## src/rtl/spi_tx_arbiter.sv

```systemverilog
// Round-robin arbiter sharing one SPI transmitter among several valid/ready/last
// frame streams; a grant lasts one transaction and is followed by an idle gap.
`timescale 1ns/1ps
module spi_tx_arbiter #(
    parameter int P_NUM_REQ    = 4,
    parameter int P_DATA_WIDTH = 8,
    parameter int P_GAP_CYCLES = 4,
    parameter int P_TIMEOUT    = 255
) (
    input  logic                              clk_100,
    input  logic                              s_rst,
    input  logic [P_NUM_REQ-1:0]              req_valid,
    input  logic [P_NUM_REQ*P_DATA_WIDTH-1:0] req_data,
    input  logic [P_NUM_REQ-1:0]              req_last,
    output logic [P_NUM_REQ-1:0]              req_ready,
    output logic                              tx_valid,
    output logic [P_DATA_WIDTH-1:0]           tx_data,
    input  logic                              tx_ready,
    output logic [$clog2(P_NUM_REQ)-1:0]      gnt_id,
    output logic                              gnt_active,
    output logic                              err_timeout
);

    localparam int IW = $clog2(P_NUM_REQ);
    localparam int TW = $clog2(P_TIMEOUT + 1);
    localparam int GW = (P_GAP_CYCLES > 0) ? $clog2(P_GAP_CYCLES + 1) : 1;
    localparam logic [TW-1:0] TO_LAST  = TW'(P_TIMEOUT - 1);
    localparam logic [GW-1:0] GAP_LAST = GW'(P_GAP_CYCLES - 1);
    localparam logic [IW-1:0] PTR_RST  = IW'(P_NUM_REQ - 1);

    typedef enum logic [1:0] {ST_IDLE, ST_SEND, ST_DONE, ST_GAP} state_t;

    state_t          state_q, state_d;
    logic [IW-1:0]   gnt_q, gnt_d;
    logic [IW-1:0]   ptr_q, ptr_d;
    logic [GW-1:0]   gap_q, gap_d;
    logic [TW-1:0]   to_q, to_d;

    logic [P_DATA_WIDTH-1:0] lane_data [P_NUM_REQ];
    logic            g_valid, g_last;
    logic            win_found;
    logic [IW-1:0]   win_id, cand;

    for (genvar gi = 0; gi < P_NUM_REQ; gi++) begin : g_lane
        assign lane_data[gi] = req_data[gi*P_DATA_WIDTH +: P_DATA_WIDTH];
    end

    assign g_valid    = req_valid[gnt_q];
    assign g_last     = req_last[gnt_q];
    assign tx_data    = lane_data[gnt_q];
    assign gnt_id     = gnt_q;
    assign gnt_active = (state_q != ST_IDLE);

    // Scan starts just after the last winner so every waiting requester gets a turn.
    always_comb begin
        win_found = 1'b0;
        win_id    = '0;
        cand      = '0;
        for (int k = 1; k <= P_NUM_REQ; k++) begin
            cand = IW'((int'(ptr_q) + k) % P_NUM_REQ);
            if (!win_found && req_valid[cand]) begin
                win_found = 1'b1;
                win_id    = cand;
            end
        end
    end

    always_comb begin
        state_d     = state_q;
        gnt_d       = gnt_q;
        ptr_d       = ptr_q;
        gap_d       = gap_q;
        to_d        = to_q;
        tx_valid    = 1'b0;
        req_ready   = '0;
        err_timeout = 1'b0;
        case (state_q)
            ST_IDLE: begin
                gap_d = '0;
                to_d  = '0;
                if (win_found) begin
                    gnt_d   = win_id;
                    ptr_d   = win_id;
                    state_d = ST_SEND;
                end
            end
            ST_SEND: begin
                tx_valid         = g_valid;
                req_ready[gnt_q] = tx_ready;
                if (g_valid) begin
                    to_d = '0;
                    if (tx_ready && g_last) state_d = ST_DONE;
                end else if (to_q >= TO_LAST) begin
                    // This is the P_TIMEOUT-th consecutive cycle without a frame.
                    err_timeout = 1'b1;
                    to_d        = '0;
                    state_d     = ST_DONE;
                end else begin
                    to_d = to_q + 1'b1;
                end
            end
            ST_DONE: begin
                if (tx_ready) begin
                    gap_d   = '0;
                    state_d = (P_GAP_CYCLES == 0) ? ST_IDLE : ST_GAP;
                end
            end
            ST_GAP: begin
                if (gap_q == GAP_LAST) state_d = ST_IDLE;
                else                   gap_d   = gap_q + 1'b1;
            end
            default: state_d = ST_IDLE;
        endcase
    end

    always_ff @(posedge clk_100) begin
        if (s_rst) begin
            state_q <= ST_IDLE;
            gnt_q   <= '0;
            ptr_q   <= PTR_RST;
            gap_q   <= '0;
            to_q    <= '0;
        end else begin
            state_q <= state_d;
            gnt_q   <= gnt_d;
            ptr_q   <= ptr_d;
            gap_q   <= gap_d;
            to_q    <= to_d;
        end
    end

endmodule

```

## config.mk

```make
export PLATFORM = sky130hd
export DESIGN_NAME = spi_tx_arbiter
export DESIGN_NICKNAME = d
export VERILOG_FILES = /design/src/rtl/spi_tx_arbiter.sv
export SDC_FILE = /design/constraint.sdc
export NUM_CORES = 1
export LEC_CHECK = 0
export BUFFER_PORTS_ARGS = -buffer_cell sky130_fd_sc_hd__buf_2
export CAP_MARGIN = 20
export CORE_MARGIN = 4
export CORE_UTILIZATION = 46
export CTS_CLUSTER_SIZE = 16
export DETAILED_ROUTE_END_ITERATION = 7
export GPL_ROUTABILITY_DRIVEN = 0
export GPL_TIMING_DRIVEN = 1
export PLACE_DENSITY = 0.84
export SYNTH_ARGS = -nofsm -noshare
export SYNTH_HDL_FRONTEND = slang
export SYNTH_SLANG_ARGS = --single-unit
```

## constraint.sdc

```tcl
create_clock -name clk_100 -period 2.12 [get_ports clk_100]
set_input_delay 0.424 -clock clk_100 [delete_from_list [all_inputs] [get_ports clk_100]]
set_output_delay 0.424 -clock clk_100 [all_outputs]
set_load 0.01 [all_outputs]
```

==> metrics.txt <==
result of the run=complete, no violations; Worst EP arrival=1.61 ns; final standard cell area without fillers=between 0.0015 and 0.002 mm²; final hold violation count=0; number of port buffers=a little under 60; largest net degree at the start of global routing=17; max capacitance violation total=0; FF-to-FF path depth=8; total power consumption of the routed design=roughly 1.6 mW; number of diodes added for antenna fixing=0; H-tree level count=1; kind of capture point of the worst setup path=primary output; via total after detailed routing=between 1k and 1.5k; maximum clock skew at final layout=0.00414 ns; clock tree from TritonCTS=done; prevailing post-synth register cell=dfxtp_1; final setup violation count=0; cell at the root of the clock tree=clkbuf_4; highest achievable clock rate=about 0.49 GHz; WL per Instance=around 14 µm; Initial DRC Count=49; Clk Latency, worst-skew pair=approximately 0.30 ns; dominant cells by area after synthesis=dfxtp_1 26%, mux4_2 14%, ha_1 8.8%; worst setup path category=flip-flop to primary output; placed standard-cell area=0.00160 mm²; Synth top area share=26.5%; die boundary width=60.9 µm; Post-Synthesis Mean Instance Area=just over 9 µm²; Final #Nets=252; global routing usage summed across all routing layers=between 10% and 20%; Std-Cell Rows=18; destination of the worst register-to-register timing path=state_q[0]$_SDFFE_PP0P_; GRT overflow=0; share of cells above drive strength 1=40.2%; router iterations before antenna repair=4; Via density=between 5 and 6; initial standard-cell utilization of the core=50.0%; core box area=0.00257 mm²; die extent in y=just over 60 µm; IR drop worst, VDD=between 0.6 and 0.7 mV; net count after synthesis=around 190; max-slew violation count=0; final WL=3220 µm; leakage power summed over all cells=roughly 0.77 nW; number of warnings printed during yosys synthesis=0; synth-to-layout area growth=27.6%; IO Count=60; Gate Count Post-Synth=~140; Tcrit/Tclk final=between 90% and 100%; first-pass GRT wire length=~5000 µm; number of global-route vias before repair=~1.2k; r2r setup slk=0.33 ns; worst min-delay path endpoint=state_q[0]$_SDFFE_PP0P_; buffer levels on the longest clock path=2; Required @ worst endpoint=between 1.5 and 2 ns; Hold Path Origin=s_rst; transition time at the pin with the least slew margin=0.591 ns; startpoint class of the critical path=flip-flop; minimum period implied by the final worst setup slack=2.03 ns; clock net sink count=17; number of buffers added by the clock tree synthesis step=3; Hold Path Stages=2; die footprint=approximately 0.0037 mm²; number of library cell types mapped by synthesis=37; Max Fanout on Critical Path=16; sequential element share of the synthesized area=26.5%; Routed Antenna Nets=0; initial antenna violation count=0; placed wire-length estimate after detailed placement=between 2000 and 3000 µm; most area-hungry cell type in the Yosys netlist=dfxtp_1; Async SR Flop Fraction=0%; residual DRC count=0; number of flops mapped to enable cells by yosys=0; class of the worst hold path=input port to flip-flop; Reg clk slew, reported paths=around 0.1 ns; power density over the cells=slightly below 1000 mW/mm²; Yosys reg bits=17; Worst R2R Start=state_q[1]$_SDFFE_PP0P_; Setup Buffers After CTS=0; relative max-transition margin=60.6%; Mapped Area=between 0.001 and 0.0015 mm²
[registers in the layout (all words and copies together) (netlist names)]
name / count
gap_q: 3
gnt_id: 2
to_q: 8
state_q: 2
ptr_q: 2
[Yosys cell counts, types with 3 or more instances]
master / n
dfxtp_1: 17
nor2_1: 17
nand2_1: 13
inv_1: 11
a21oi_1: 9
ha_1: 9
mux4_2: 8
nand2b_1: 5
mux2i_1: 4
xor2_1: 4
buf_2: 3
nand4_1: 3
nor3_1: 3
xnor2_1: 3
[logic make-up (layout without fill, tap and decap cells)]
logic type	after synthesis	after routing	synth area share, %
AOI/OAI and AO/OA	22	22	12.2
xor gates and xnor gates	7	7	4.77
adders and majority gates	9	9	8.76
buffers and inverters	16	76	5.55
DFF	17	17	26.5
muxes	14	14	21.2
and+or+nand+nor	54	54	21.0
[report_power, final]
group / leakage, nW / switching [mW] / total (mW) / internal [mW]
Combinational: 0.618 / 0.524 / 0.989 / 0.465
Sequential: 0.139 / 0.0796 / 0.462 / 0.382
Clock: 0.0177 / 0.107 / 0.178 / 0.0704
Total: 0.775 / 0.711 / 1.63 / 0.918
[repair_timing]
item | CTS | global route
resized for setup | 0 | 2
endpoints found under the setup margin | 0 | 6
hold endpoints to repair | 0 | 0
hold buffers | 0 | 0
[how the worst max path moves through the flow]
stage | startpoint | end | cells after the start
after floorplan | gnt_id[0]$_SDFFE_PP0P_ | err_timeout | 3
after global placement | req_valid[3] | err_timeout | 4
after detailed placement | req_valid[3] | state_q[0]$_SDFFE_PP0P_ | 6
after CTS | gnt_id[0]$_SDFFE_PP0P_ | tx_data[7] | 3
after global routing | state_q[1]$_SDFFE_PP0P_ | tx_valid | 6
final | gnt_id[0]$_SDFFE_PP0P_ | tx_data[7] | 3
[per-layer routing]
metal | global-route usage (%) | routed length [µm] | vias to the layer above
li1 | - | - | 622
met1 | 17.1 | 1200 | 564
met2 | 36.3 | 1600 | 51
met3 | 4.89 | 385 | 3
met4 | 6.81 | 29 | 0
met5 | 0 | 0 | -
[metrics by stage]
step / utilization, % / setup TNS, ns / hold WS (ns) / worst slack, ns / cells
2_1_floorplan: - / 0 / 0.440 / 0.372 / 139
3_3_place_gp: 62.4 / 0 / 0.455 / 0.297 / 225
3_5_place_dp: 62.4 / 0 / 0.459 / 0.312 / 225
4_1_cts: 63.5 / 0 / 0.364 / 0.0312 / 229
5_1_grt: 63.8 / -0.00464 / 0.363 / -0.00464 / 229
6_report: 63.8 / 0 / 0.366 / 0.0898 / 229
[critical path, cell delays in order (launching register included)]
cell     delay (ns)
dfxtp_1        0.39
buf_6          0.21
mux4_1         0.56
buf_2          0.15
[cell type report]
class | count | area [µm²]
Timing Repair Buffer | 61 | 314
Inverter | 11 | 41.3
Fill cell | 214 | 928
Sequential cell | 17 | 340
Clock buffer | 3 | 22.5
Tap cell | 30 | 37.5
Multi-Input combinational cell | 106 | 878
Clock inverter | 1 | 5.00
[cells in the final DEF (no fill, tap or decap), types with 2 or more instances in the layout]
master / count
a211oi_2: 2
a21oi_1: 9
buf_2: 59
clkbuf_4: 3
dfxtp_1: 17
ha_1: 9
inv_1: 11
mux2i_1: 4
mux4_1: 2
mux4_2: 8
nand2_1: 13
nand2b_1: 5
nand3_1: 2
nand3b_1: 2
nand4_1: 3
nor2_1: 17
nor2b_1: 2
nor3_1: 2
nor3_2: 2
o21ai_0: 2
o221ai_1: 2
xnor2_1: 3
xor2_1: 4
(Power assumes the default switching activity.)
